==> src/rtl/booth_pkg.sv <==
// Shared types and helpers for the radix-4 Booth encoder and the sequential accumulator.
package booth_pkg;

  localparam int DEFAULT_DATA_WIDTH = 8;

  // Accumulator FSM state encoding
  localparam logic [1:0] ST_IDLE  = 2'd0;
  localparam logic [1:0] ST_ACCUM = 2'd1;
  localparam logic [1:0] ST_DONE  = 2'd2;

  function automatic int term_w_f(input int data_width);
    return 2 * data_width;
  endfunction

  function automatic int num_terms_f(input int data_width);
    return data_width / 2 + 1;
  endfunction

  // LSB position of term idx inside a packed term vector
  function automatic int term_lsb(input int idx, input int term_w);
    return idx * term_w;
  endfunction

endpackage

==> src/rtl/booth_term_select.sv <==
// Combinational NUM_TERMS:1 term mux; with BOOTH_ACC_ZERO_SKIP_EN it also picks the
// lowest-indexed nonzero term from the mask.
module booth_term_select
  import booth_pkg::*;
#(
  parameter int TERM_W    = 16,
  parameter int NUM_TERMS = 5,
  parameter int CNT_W     = 3
) (
  input  logic [NUM_TERMS*TERM_W-1:0] terms,
`ifdef BOOTH_ACC_ZERO_SKIP_EN
  input  logic [NUM_TERMS-1:0]        mask,
  output logic                        mask_any,
  output logic [CNT_W-1:0]            sel,
`else
  input  logic [CNT_W-1:0]            idx,
`endif
  output logic [TERM_W-1:0]           term
);

  logic [CNT_W-1:0] pick;

`ifdef BOOTH_ACC_ZERO_SKIP_EN
  // Scan downward so the lowest set bit wins.
  always_comb begin
    pick     = '0;
    mask_any = |mask;
    for (int i = NUM_TERMS - 1; i >= 0; i--) begin
      if (mask[i]) pick = CNT_W'(i);
    end
  end
  assign sel = pick;
`else
  assign pick = idx;
`endif

  // NOTE: assign a default before the loop so no path leaves term unassigned (no latch).
  always_comb begin
    term = '0;
    for (int i = 0; i < NUM_TERMS; i++) begin
      if (pick == CNT_W'(i)) term = terms[term_lsb(i, TERM_W) +: TERM_W];
    end
  end

endmodule

==> src/rtl/booth_accumulator.sv <==
// Sequential radix-4 Booth partial-product accumulator, one term per cycle.
// Optional zero-term skipping is enabled by defining BOOTH_ACC_ZERO_SKIP_EN.
module booth_accumulator
  import booth_pkg::*;
#(
  parameter int DATA_WIDTH = DEFAULT_DATA_WIDTH,
  parameter int TERM_W     = term_w_f(DATA_WIDTH),
  parameter int NUM_TERMS  = num_terms_f(DATA_WIDTH),
  parameter int CNT_W      = $clog2(NUM_TERMS)
) (
  input  logic                        clk,
  input  logic                        rst,
  input  logic                        in_valid,
  output logic                        in_ready,
  input  logic [NUM_TERMS*TERM_W-1:0] in_terms,
  output logic                        out_valid,
  input  logic                        out_ready,
  output logic [TERM_W-1:0]           out_product
);

  localparam logic [CNT_W-1:0] LAST_IDX = CNT_W'(NUM_TERMS - 1);

  logic [1:0]                  state;
  logic [NUM_TERMS*TERM_W-1:0] terms_q;
  logic [TERM_W-1:0]           acc;
  logic [TERM_W-1:0]           term;
  logic [TERM_W-1:0]           add_term;
  logic [CNT_W-1:0]            idx;
  logic                        accept;
  logic                        last;

  assign in_ready    = (state == ST_IDLE);
  assign accept      = in_valid && in_ready;
  assign out_product = acc;

`ifdef BOOTH_ACC_ZERO_SKIP_EN
  logic [NUM_TERMS-1:0] mask;
  logic [NUM_TERMS-1:0] nz_mask;
  logic [NUM_TERMS-1:0] mask_clr;
  logic                 mask_any;
  logic [CNT_W-1:0]     sel;

  always_comb begin
    nz_mask = '0;
    for (int i = 0; i < NUM_TERMS; i++) begin
      nz_mask[i] = |in_terms[term_lsb(i, TERM_W) +: TERM_W];
    end
  end

  booth_term_select #(
    .TERM_W   (TERM_W),
    .NUM_TERMS(NUM_TERMS),
    .CNT_W    (CNT_W)
  ) u_term_select (
    .terms   (terms_q),
    .mask    (mask),
    .mask_any(mask_any),
    .sel     (sel),
    .term    (term)
  );

  // An empty mask still spends one ACCUM cycle, adding zero.
  assign mask_clr = mask & ~(NUM_TERMS'(1) << sel);
  assign add_term = mask_any ? term : '0;
  assign last     = (mask_clr == '0);
`else
  booth_term_select #(
    .TERM_W   (TERM_W),
    .NUM_TERMS(NUM_TERMS),
    .CNT_W    (CNT_W)
  ) u_term_select (
    .terms(terms_q),
    .idx  (idx),
    .term (term)
  );

  assign add_term = term;
  assign last     = (idx == LAST_IDX);
`endif

  // NOTE: the term register is a plain data store qualified by state, so it carries no reset.
  always_ff @(posedge clk) begin
    if (accept) terms_q <= in_terms;
  end

  // NOTE: non-blocking assignments keep every register updating from pre-edge values.
  always_ff @(posedge clk or posedge rst) begin
    if (rst) begin
      state     <= ST_IDLE;
      acc       <= '0;
      idx       <= '0;
      out_valid <= 1'b0;
`ifdef BOOTH_ACC_ZERO_SKIP_EN
      mask      <= '0;
`endif
    end else begin
      case (state)
        ST_IDLE: begin
          if (in_valid) begin
            state <= ST_ACCUM;
            acc   <= '0;
            idx   <= '0;
`ifdef BOOTH_ACC_ZERO_SKIP_EN
            mask  <= nz_mask;
`endif
          end
        end
        ST_ACCUM: begin
          acc <= acc + add_term;
`ifdef BOOTH_ACC_ZERO_SKIP_EN
          mask <= mask_clr;
          idx  <= sel + 1'b1;
`else
          idx  <= idx + 1'b1;
`endif
          if (last) begin
            state     <= ST_DONE;
            out_valid <= 1'b1;
          end
        end
        ST_DONE: begin
          if (out_ready) begin
            state     <= ST_IDLE;
            out_valid <= 1'b0;
          end
        end
        default: state <= ST_IDLE;
      endcase
    end
  end

endmodule

==> config.mk <==
export PLATFORM = sky130hd
export DESIGN_NAME = booth_accumulator
export DESIGN_NICKNAME = d
export VERILOG_FILES = /design/src/rtl/booth_pkg.sv /design/src/rtl/booth_term_select.sv /design/src/rtl/booth_accumulator.sv
export SDC_FILE = /design/constraint.sdc
export NUM_CORES = 1
export LEC_CHECK = 0
export BUFFER_PORTS_ARGS = -buffer_cell sky130_fd_sc_hd__buf_2
export CAP_MARGIN = 20
export CORE_UTILIZATION = 45
export CTS_CLUSTER_DIAMETER = 100
export DETAILED_ROUTE_END_ITERATION = 10
export GPL_ROUTABILITY_DRIVEN = 0
export GPL_TIMING_DRIVEN = 0
export PLACE_DENSITY_LB_ADDON = 0.2
export SKIP_LAST_GASP = 1
export SLEW_MARGIN = 10
export SYNTH_ARGS = -nofsm -noshare
export SYNTH_HDL_FRONTEND = slang
export SYNTH_SLANG_ARGS = --single-unit
==> constraint.sdc <==
create_clock -name clk -period 8.4 [get_ports clk]
set_clock_uncertainty 0.15 [all_clocks]
set_input_delay 1.26 -clock clk [delete_from_list [all_inputs] [get_ports clk]]
set_output_delay 1.26 -clock clk [all_outputs]
set_load 0.1 [all_outputs]
==> flow_metrics.env, run 1 <==
export IMPL_outcome="complete, no violations"
export IMPL_die_w_um=104
export IMPL_timing_rr_end="out_product[14]$_DFFE_PP0P_"
export IMPL_post_cts_buffers=0
export IMPL_placedCellCount=608
export IMPL_n_antenna_cell=0
export IMPL_cts_resized=0
export IMPL_antenna_found_initial=0
export IMPL_drv_slew=0
export IMPL_numPortBuffers=101
export IMPL_gr_usage_all_layers=0.188
export IMPL_io_pins=102
export IMPL_dpl_hpwl_mm=7.32
export IMPL_busiest_layer="met2"
export IMPL_drcViolationCount=0
export IMPL_synth_edf_count=80
export IMPL_cp_max_fo=6
export IMPL_drt_total_wl_mm=9.88
export IMPL_postRouteAntennaNets=0
export IMPL_min_from="out_product[9]$_DFFE_PP0P_"
export IMPL_num_vias=3273
export IMPL_finalSetupViolCount=0
export IMPL_cts_made_buffers=9
export IMPL_synthToLayoutAreaGrowth_pct=19.1
export IMPL_min_path_type="flip-flop to flip-flop"
export IMPL_grt_met3_usage=0.0363
export IMPL_whs_endpoint="out_product[9]$_DFFE_PP0P_"
export IMPL_end_kind="flip-flop"
export IMPL_layout_drive_gt1_share=0.269
export IMPL_yosysUniqueCellTypes=47
export IMPL_clockBufferDepth=2
export IMPL_rsz0062_at_grt="no"
export IMPL_period_needed_ns=4.26
export IMPL_avgSynthCellArea_um2=12.5
export IMPL_tightest_slew_ns=0.853
export IMPL_fin_crit_sh=0.507
export IMPL_cp_arrival_ns=4.35
export IMPL_slowest_delay_ns=0.44
export IMPL_globalRouteMet1Util=0.260
export IMPL_critPathRequiredTime_ns=8.49
export IMPL_r2r_cells=16
export IMPL_die_h_um=104
export IMPL_cp_start_kind="flip-flop"
export IMPL_ys_async_sr_fraction=0.216
export IMPL_initial_core_util=0.472
export IMPL_netlist_area_um2=4680
export IMPL_worstSkewPairLatency_ns=0.36
export IMPL_cts_tree="done"
export IMPL_crit_type="flip-flop to flip-flop"
export IMPL_drt_first_pass_iters=4
export IMPL_setup_tns_final_ns=0
export IMPL_instances_no_fill=624
export IMPL_die_area_um2=10800
export IMPL_yosysTopAreaCellShare=0.513
export IMPL_r2r_slack_ns=4.14
export IMPL_hold_violations=0
export IMPL_drt_iter0_drc=159
export IMPL_maxSlewHeadroom=0.431
export IMPL_clkTransAtPathRegs_ns=0.11
export IMPL_rr_startpoint="idx[0]$_DFFE_PP0P_"
export IMPL_drv_cap=0
export IMPL_use_met2=0.303
export IMPL_worst_slack_ns=4.14
export IMPL_avgViaCountPerCell=5.25
export IMPL_crit_buf_inv=2
export IMPL_hold_buffers=0
export IMPL_grt_pass1_wl_mm=15.9
export IMPL_grt_overflow=0
export IMPL_synthCells=373
export IMPL_hold_depth=2
export IMPL_cts_root_buf="clkbuf_8"
export IMPL_layout_nets=594
export IMPL_cts_sinks=102
export IMPL_synth_area_leader_cell="edfxtp_1"
export IMPL_ys_seq_elements=102
export IMPL_core_area_um2=9910
export IMPL_crit_family="compound AO/OA/AOI/OAI gates"
export IMPL_pre_cts_ws_ns=4.23
export IMPL_grt_pass1_vias=3241
export IMPL_cpMaxStageDelayCell="dfrtp_1"
export IMPL_grt_max_degree=53
export IMPL_mappedNetlistNets=481
export IMPL_max_freq_ghz=0.235
export IMPL_path_cells="inv_1, ha_1, nor3b_2, a22oi_1, a211oi_1, a21oi_1, o21ai_0, ha_1, inv_1, fa_1, nand3b_1, a2111oi_4, o41ai_2, o41ai_2, xnor2_1, o21ai_1"
export IMPL_htreeDepth=3
export IMPL_rows=36
export IMPL_yosysWarnings=0
export IMPL_ys_flop_type="edfxtp_1"
export IMPL_ys_seq_area_frac=0.631
export IMPL_synth_top_cells_by_area="edfxtp_1 (51%), dfrtp_1 (12%), ha_1 (6.1%)"
export IMPL_post_drt_wl_per_cell_um=15.8
cells in the mapped netlist (all sizes together) (2+ instances only):
master	number
a211oi	16
a21o	4
a21oi	31
a22o	3
a22oi	15
a32o	2
and2	2
and3	3
buf	3
clkbuf	13
dfrtp	22
edfxtp	80
ha	23
inv	10
nand2	39
nand2b	3
nand3	2
nand3b	2
nor2	23
nor2b	4
nor3	2
o211ai	2
o21a	3
o21ai	34
o21bai	3
o22ai	4
o41ai	2
or2	2
xnor2	3
xor2	6
placed cells by master, fill, tap and decap left out, types with 4 or more instances in the layout:
cell | synthesis | final
a211oi_1 | 16 | 16
inv_1 | 10 | 10
clkbuf_1 | 13 | 14
o22ai_1 | 4 | 4
a22oi_1 | 15 | 15
nand2_1 | 38 | 38
o21ai_0 | 30 | 30
o21ai_1 | 4 | 4
a21o_1 | 4 | 4
nor2_1 | 23 | 23
clkbuf_8 | 0 | 9
dfrtp_1 | 22 | 22
buf_2 | 3 | 104
edfxtp_1 | 80 | 80
nor2b_1 | 4 | 4
xor2_1 | 6 | 6
a21oi_1 | 30 | 30
inv_6 | 0 | 4
ha_1 | 23 | 23
kinds of logic after synthesis:
kind of cell,Yosys count,synth area share
compound gates,126,0.180
xor+xnor,9,0.0168
fa+ha+maj,24,0.0658
buf+inv,26,0.0217
flops,102,0.631
mux,1,0.00214
simple gates,85,0.0826
tightest hold or removal path: stages, from the launching register on:
cell     delay, ns
dfrtp_1       0.38
nand2_1       0.05
o21ai_0       0.06
metrics by stage:
step	instance area (um2)	utilization	hold WS [ns]
2_1_floorplan	4680	-	0.365
3_3_place_gp	5350	0.540	0.353
3_5_place_dp	5380	0.543	0.352
4_1_cts	5570	0.562	0.376
5_1_grt	5570	0.562	0.401
6_report	5570	0.562	0.372
how the worst max path moves through the flow:
stage / end / slack [ns] / cells after the start / startpoint
after floorplan: out_product[11]$_DFFE_PP0P_ / 3.85 / 4 / state[0]$_DFFE_PP0P_
after global placement: out_product[11]$_DFFE_PP0P_ / 3.67 / 3 / in_valid
after detailed placement: out_product[14]$_DFFE_PP0P_ / 4.23 / 16 / idx[0]$_DFFE_PP0P_
after CTS: out_product[14]$_DFFE_PP0P_ / 4.13 / 16 / idx[0]$_DFFE_PP0P_
after global routing: out_product[12]$_DFFE_PP0P_ / 3.83 / 16 / idx[1]$_DFFE_PP0P_
final: out_product[14]$_DFFE_PP0P_ / 4.14 / 16 / idx[0]$_DFFE_PP0P_
per-layer routing:
metal	up-vias	wire, um
li1	1630	-
met3	4	537
met2	101	4680
met1	1538	4600
met4	0	55
met5	-	0
registers in the layout, indices dropped and copies added (netlist names):
| register | count |
|---|---|
| idx | 3 |
| out_product | 16 |
| out_valid | 1 |
| state | 2 |
| terms_q | 80 |
final cells by class:
class	instances	area (um2)
Tap cell	133	166
Fill cell	852	4340
Inverter	10	37.5
Timing Repair Buffer	102	533
Buffer	16	63.8
Clock buffer	10	128
Multi-Input combinational cell	245	1630
Clock inverter	6	62.6
Sequential cell	102	2950
Power of run 1 is not shown: default switching activity piles up to over one toggle a cycle in this logic, so the estimate is an artifact.
==> inputs of run 2 (changes only) <==
clock period = 3.5 ns   (was 8.4 ns; I/O delays follow)
==> run 2 against run 1 <==
  * The run now ends with negative setup slack left
  * Global-route usage increased by 1.6 points
  * Final cell count increased by 3.4%
  * Critical path depth unchanged
  * Hold slack got worse by 0.21 ns
  * Via count increased by 5.9%
  * Sequential share of layout area decreased by 4.2 points
  * Sequential cell count unchanged
  * Count of clock-buffer cells in the layout unchanged
  * Cell area increased by 8.7%
==> flow_metrics.env, run 2 (synthesis results as in run 1) <==
export IMPL_outcome="finished, violations left"
export IMPL_violations="negative setup slack"
export IMPL_die_w_um=104
export IMPL_placedCellCount=608
export IMPL_crit_type="flip-flop to flip-flop"
export IMPL_synthToLayoutAreaGrowth_pct=29.4
export IMPL_maxSlewHeadroom=0.436
export IMPL_initial_core_util=0.472
export IMPL_layout_drive_gt1_share=0.389
export IMPL_grt_pass1_wl_mm=17.0
export IMPL_multi_input_area_um2=1870
export IMPL_rows=36
export IMPL_worst_slack_ns=-0.291
export IMPL_r2r_cells=16
export IMPL_postRouteAntennaNets=0
export IMPL_avgViaCountPerCell=5.37
export IMPL_regMostFlops="terms_q"
export IMPL_whs_ns=0.164
export IMPL_rr_startpoint="idx[1]$_DFFE_PP0P_"
export IMPL_ff_latch_area_um2=2960
export IMPL_die_area_um2=10800
export IMPL_cts_sinks=102
export IMPL_drt_total_wl_mm=11.0
export IMPL_largest_reg_flops=80
export IMPL_fin_crit_sh=1.08
export IMPL_max_freq_ghz=0.264
export IMPL_nFillCells=810
export IMPL_io_pins=102
export IMPL_end_kind="flip-flop"
export IMPL_antenna_found_initial=0
export IMPL_post_drt_wl_per_cell_um=17.0
export IMPL_final_cell_mix="buf_2 (103), edfxtp_1 (80), nand2_1 (37)"
export IMPL_drv_cap=0
export IMPL_num_vias=3465
export IMPL_drt_iter0_drc=125
export IMPL_worstSkewPairLatency_ns=0.37
export IMPL_drcViolationCount=0
export IMPL_dpl_hpwl_mm=7.48
export IMPL_grt_overflow=0
export IMPL_r2r_slack_ns=-0.29
export IMPL_min_path_type="primary input to asynchronous set/reset pin"
export IMPL_fin_util=0.611
export IMPL_cp_arrival_ns=3.88
export IMPL_die_h_um=104
export IMPL_numPortBuffers=101
export IMPL_core_area_um2=9910
export IMPL_grt_pass1_vias=3433
export IMPL_cts_tree="done"
export IMPL_cts_root_buf="clkbuf_8"
export IMPL_tightest_slew_ns=0.845
export IMPL_cp_start_kind="flip-flop"
export IMPL_htreeDepth=3
export IMPL_rsz0062_at_grt="yes"
export IMPL_cp_max_fo=10
export IMPL_final_common_cell="buf_2"
export IMPL_layout_nets=616
export IMPL_clockBufferDepth=2
export IMPL_critPathRequiredTime_ns=3.59
export IMPL_instances_no_fill=645
export IMPL_grt_max_degree=70
export IMPL_n_antenna_cell=0
export IMPL_pre_cts_ws_ns=-0.688
export IMPL_drt_first_pass_iters=4
export IMPL_gr_usage_all_layers=0.204
export IMPL_finalSetupViolCount=8
export IMPL_period_needed_ns=3.79
export IMPL_clkTransAtPathRegs_ns=0.10
export IMPL_drv_slew=0
export IMPL_hold_violations=0
export IMPL_cts_made_buffers=9
export IMPL_timing_rr_end="out_product[14]$_DFFE_PP0P_"
run 2: metal layers:
metal	global-route usage	wire length, um	vias up
li1	-	-	1671
met1	0.272	4950	1671
met2	0.333	5320	108
met3	0.0351	484	15
met4	0.0796	214	0
met5	0	0	-
run 2: what timing repair did:
item	in CTS	in global routing
setup buffers	18	8
pin swaps	24	24
hold buffers	0	0
endpoints found under the setup margin	11	11
resized for setup	55	29
run 2: how the worst max path moves through the flow:
stage / start / endpoint / slack (ns) / cells past startpoint
after global routing: idx[1]$_DFFE_PP0P_ / out_product[14]$_DFFE_PP0P_ / -0.47 / 16
final: idx[1]$_DFFE_PP0P_ / out_product[14]$_DFFE_PP0P_ / -0.29 / 16
after detailed placement: idx[0]$_DFFE_PP0P_ / out_product[14]$_DFFE_PP0P_ / -0.69 / 17
after global placement: idx[0]$_DFFE_PP0P_ / out_product[14]$_DFFE_PP0P_ / -0.59 / 17
after floorplan: idx[0]$_DFFE_PP0P_ / out_product[14]$_DFFE_PP0P_ / 0.01 / 17
after CTS: idx[1]$_DFFE_PP0P_ / out_product[14]$_DFFE_PP0P_ / -0.35 / 16
run 2: final cells by class:
cell class / instances / share of cell area
sequential: 102 / 0.488
inverter: 10 / 0.00620
buffer: 16 / 0.0165
tap: 133 / 0.0275
multi-input combinational: 245 / 0.308
clock inverter: 5 / 0.0136
clock buffer: 10 / 0.0211
timing repair buffer: 124 / 0.119
run 2: through the flow:
stage	area, um2	TNS (ns)
after global routing	6060	-2.72
after CTS	5910	-1.26
after detailed placement	5390	-4.16
after floorplan	4690	0
after global placement	5370	-3.57
final	6060	-1.07
run 2: critical path: stages (launching register included):
cell	delay (ns)
dfrtp_1	0.43
inv_2	0.12
ha_4	0.16
and2_1	0.11
buf_2	0.19
clkbuf_1	0.38
nand2_1	0.10
o21ai_1	0.11
ha_2	0.21
inv_2	0.04
fa_2	0.34
nand3b_1	0.24
a2111oi_4	0.45
o41ai_4	0.16
o41ai_4	0.23
xnor2_1	0.16
o21ai_1	0.07
Power of run 2 is left out for the same reason.
==> inputs of run 3 (changes only) <==
BUFFER_PORTS_ARGS = unset   (was -buffer_cell sky130_fd_sc_hd__buf_2)
DONT_BUFFER_PORTS = 1   (was unset)
PLACE_DENSITY_LB_ADDON = unset   (was 0.2)
==> run 3 against run 2 <==
  * The run still ends with negative setup slack left
  * Cell area down 8.2%
  * Via count down 11%
  * Die area unchanged
  * Routed wire length down 4.0%
  * Global-route usage down 0.42 points
  * Sequential cell count unchanged
  * Final cell count down 16%
  * Register-to-register slack worse by 0.02 ns
  * First-iteration DRC count down 20%
  * Setup slack worse by 0.022 ns
==> flow_metrics.env, run 3 (synthesis results as in run 1) <==
export IMPL_outcome="finished, violations left"
export IMPL_violations="negative setup slack"
export IMPL_die_h_um=104
export IMPL_clockBufferDepth=2
export IMPL_min_path_type="primary input to asynchronous set/reset pin"
export IMPL_finalSetupViolCount=10
export IMPL_drt_first_pass_iters=4
export IMPL_grt_overflow=0
export IMPL_cts_made_buffers=9
export IMPL_rows=36
export IMPL_use_met2=0.328
export IMPL_drcViolationCount=0
export IMPL_synthToLayoutAreaGrowth_pct=18.8
export IMPL_whs_ns=0.0427
export IMPL_grt_pass1_wl_mm=16.4
export IMPL_grt_max_degree=47
export IMPL_io_pins=102
export IMPL_tightest_slew_ns=1.09
export IMPL_initial_core_util=0.472
export IMPL_n_antenna_cell=0
export IMPL_pre_cts_ws_ns=-0.718
export IMPL_period_needed_ns=3.81
export IMPL_grt_met3_usage=0.0695
export IMPL_clkTransAtPathRegs_ns=0.10
export IMPL_dpl_hpwl_mm=7.17
export IMPL_final_area_um2=5560
export IMPL_cp_arrival_ns=3.91
export IMPL_worstSkewPairLatency_ns=0.37
export IMPL_fin_crit_sh=1.09
export IMPL_gr_usage_all_layers=0.200
export IMPL_numPortBuffers=0
export IMPL_die_area_um2=10800
export IMPL_worst_slack_ns=-0.313
export IMPL_cp_max_fo=10
export IMPL_hold_violations=0
export IMPL_cp_start_kind="flip-flop"
export IMPL_max_freq_ghz=0.262
export IMPL_postRouteAntennaNets=0
export IMPL_final_cell_mix="edfxtp_1 (80), nand2_1 (36), a21oi_1 (25)"
export IMPL_end_kind="flip-flop"
export IMPL_place_area_um2=4880
export IMPL_antenna_found_initial=0
export IMPL_final_common_cell="edfxtp_1"
export IMPL_cts_tree="done"
export IMPL_cts_root_buf="clkbuf_8"
export IMPL_busiest_layer="met2"
export IMPL_hold_buffers=0
export IMPL_drt_iter0_drc=100
export IMPL_layout_drive_gt1_share=0.267
export IMPL_post_drt_wl_per_cell_um=19.3
export IMPL_largest_reg_flops=80
export IMPL_drt_total_wl_mm=10.5
export IMPL_crit_type="flip-flop to flip-flop"
export IMPL_regMostFlops="terms_q"
export IMPL_critPathRequiredTime_ns=3.60
export IMPL_layout_nets=515
export IMPL_die_w_um=104
export IMPL_htreeDepth=3
export IMPL_drv_cap=0
export IMPL_rsz0062_at_grt="yes"
export IMPL_num_vias=3073
export IMPL_core_area_um2=9910
export IMPL_maxSlewHeadroom=0.276
export IMPL_drv_slew=0
export IMPL_avgViaCountPerCell=5.64
export IMPL_globalRouteMet1Util=0.243
export IMPL_cts_sinks=102
export IMPL_grt_pass1_vias=3129
## run 3: cell count changes in the layout (fill, tap and decap cells not counted), moves of 2 or more
cell       change
bufinv_16      -2
nor3_1         -2
ha_1           -2
buf_2        -101
nor3_2         +2
a21oi_2        -2
o21ai_1        -6
ha_2           +3
o21ai_2        +5
## run 3: final cells by class
cell class / count / area [um2]
Buffer: 16 / 106
Clock buffer: 9 / 124
Clock inverter: 7 / 55.1
Fill cell: 804 / 4350
Inverter: 10 / 40.0
Multi-Input combinational cell: 245 / 1890
Sequential cell: 102 / 2960
Tap cell: 133 / 166
Timing Repair Buffer: 23 / 225
## run 3: final timing paths
path | end | slack [ns] | cells past startpoint | startpoint
hold / removal | out_product[14]$_DFFE_PP0P_ | 0.04 | 1 | rst
setup reg to reg | out_product[12]$_DFFE_PP0P_ | -0.31 | 16 | idx[1]$_DFFE_PP0P_
setup / recovery | out_product[12]$_DFFE_PP0P_ | -0.31 | 16 | idx[1]$_DFFE_PP0P_
hold reg to reg | idx[0]$_DFFE_PP0P_ | 0.44 | 1 | idx[0]$_DFFE_PP0P_
min in group clk | terms_q[77]$_DFFE_PP_ | 0.09 | 0 | in_terms[77]
max in group asynchronous | idx[2]$_DFFE_PP0P_ | 2.59 | 1 | rst
## run 3: timing repair
item	4_1_cts	5_1_grt
resized for setup	49	43
gates cloned	0	1
buffers inserted	15	7
setup endpoints to repair	12	11
pin swaps	21	20
## run 3: per-stage QoR
step | util | TNS [ns] | cells
finish | 0.561 | -1.84 | 545
global route | 0.561 | -3.68 | 545
CTS | 0.538 | -2.05 | 538
detailed placement | 0.493 | -4.66 | 507
global placement | 0.490 | -8.79 | 506
floorplan | - | 0 | 373
## run 3: worst max-delay path, stage by stage (launching register included)
cell	delay, ns
dfrtp_1	0.44
buf_4	0.16
ha_1	0.21
nand2_2	0.12
buf_4	0.12
clkbuf_1	0.47
a211oi_2	0.16
a21oi_1	0.20
o21ai_1	0.10
ha_1	0.40
and3_1	0.19
o2bb2ai_2	0.17
o41ai_4	0.32
buf_4	0.20
o21ai_2	0.06
xnor2_1	0.15
o21ai_1	0.07
## run 3: metal layers
layer | share of wire | vias up
li1 | - | 1476
met1 | 0.43 | 1484
met2 | 0.48 | 94
met3 | 0.073 | 19
met4 | 0.019 | 0
met5 | 0 | -
Power of run 3 is left out for the same reason.
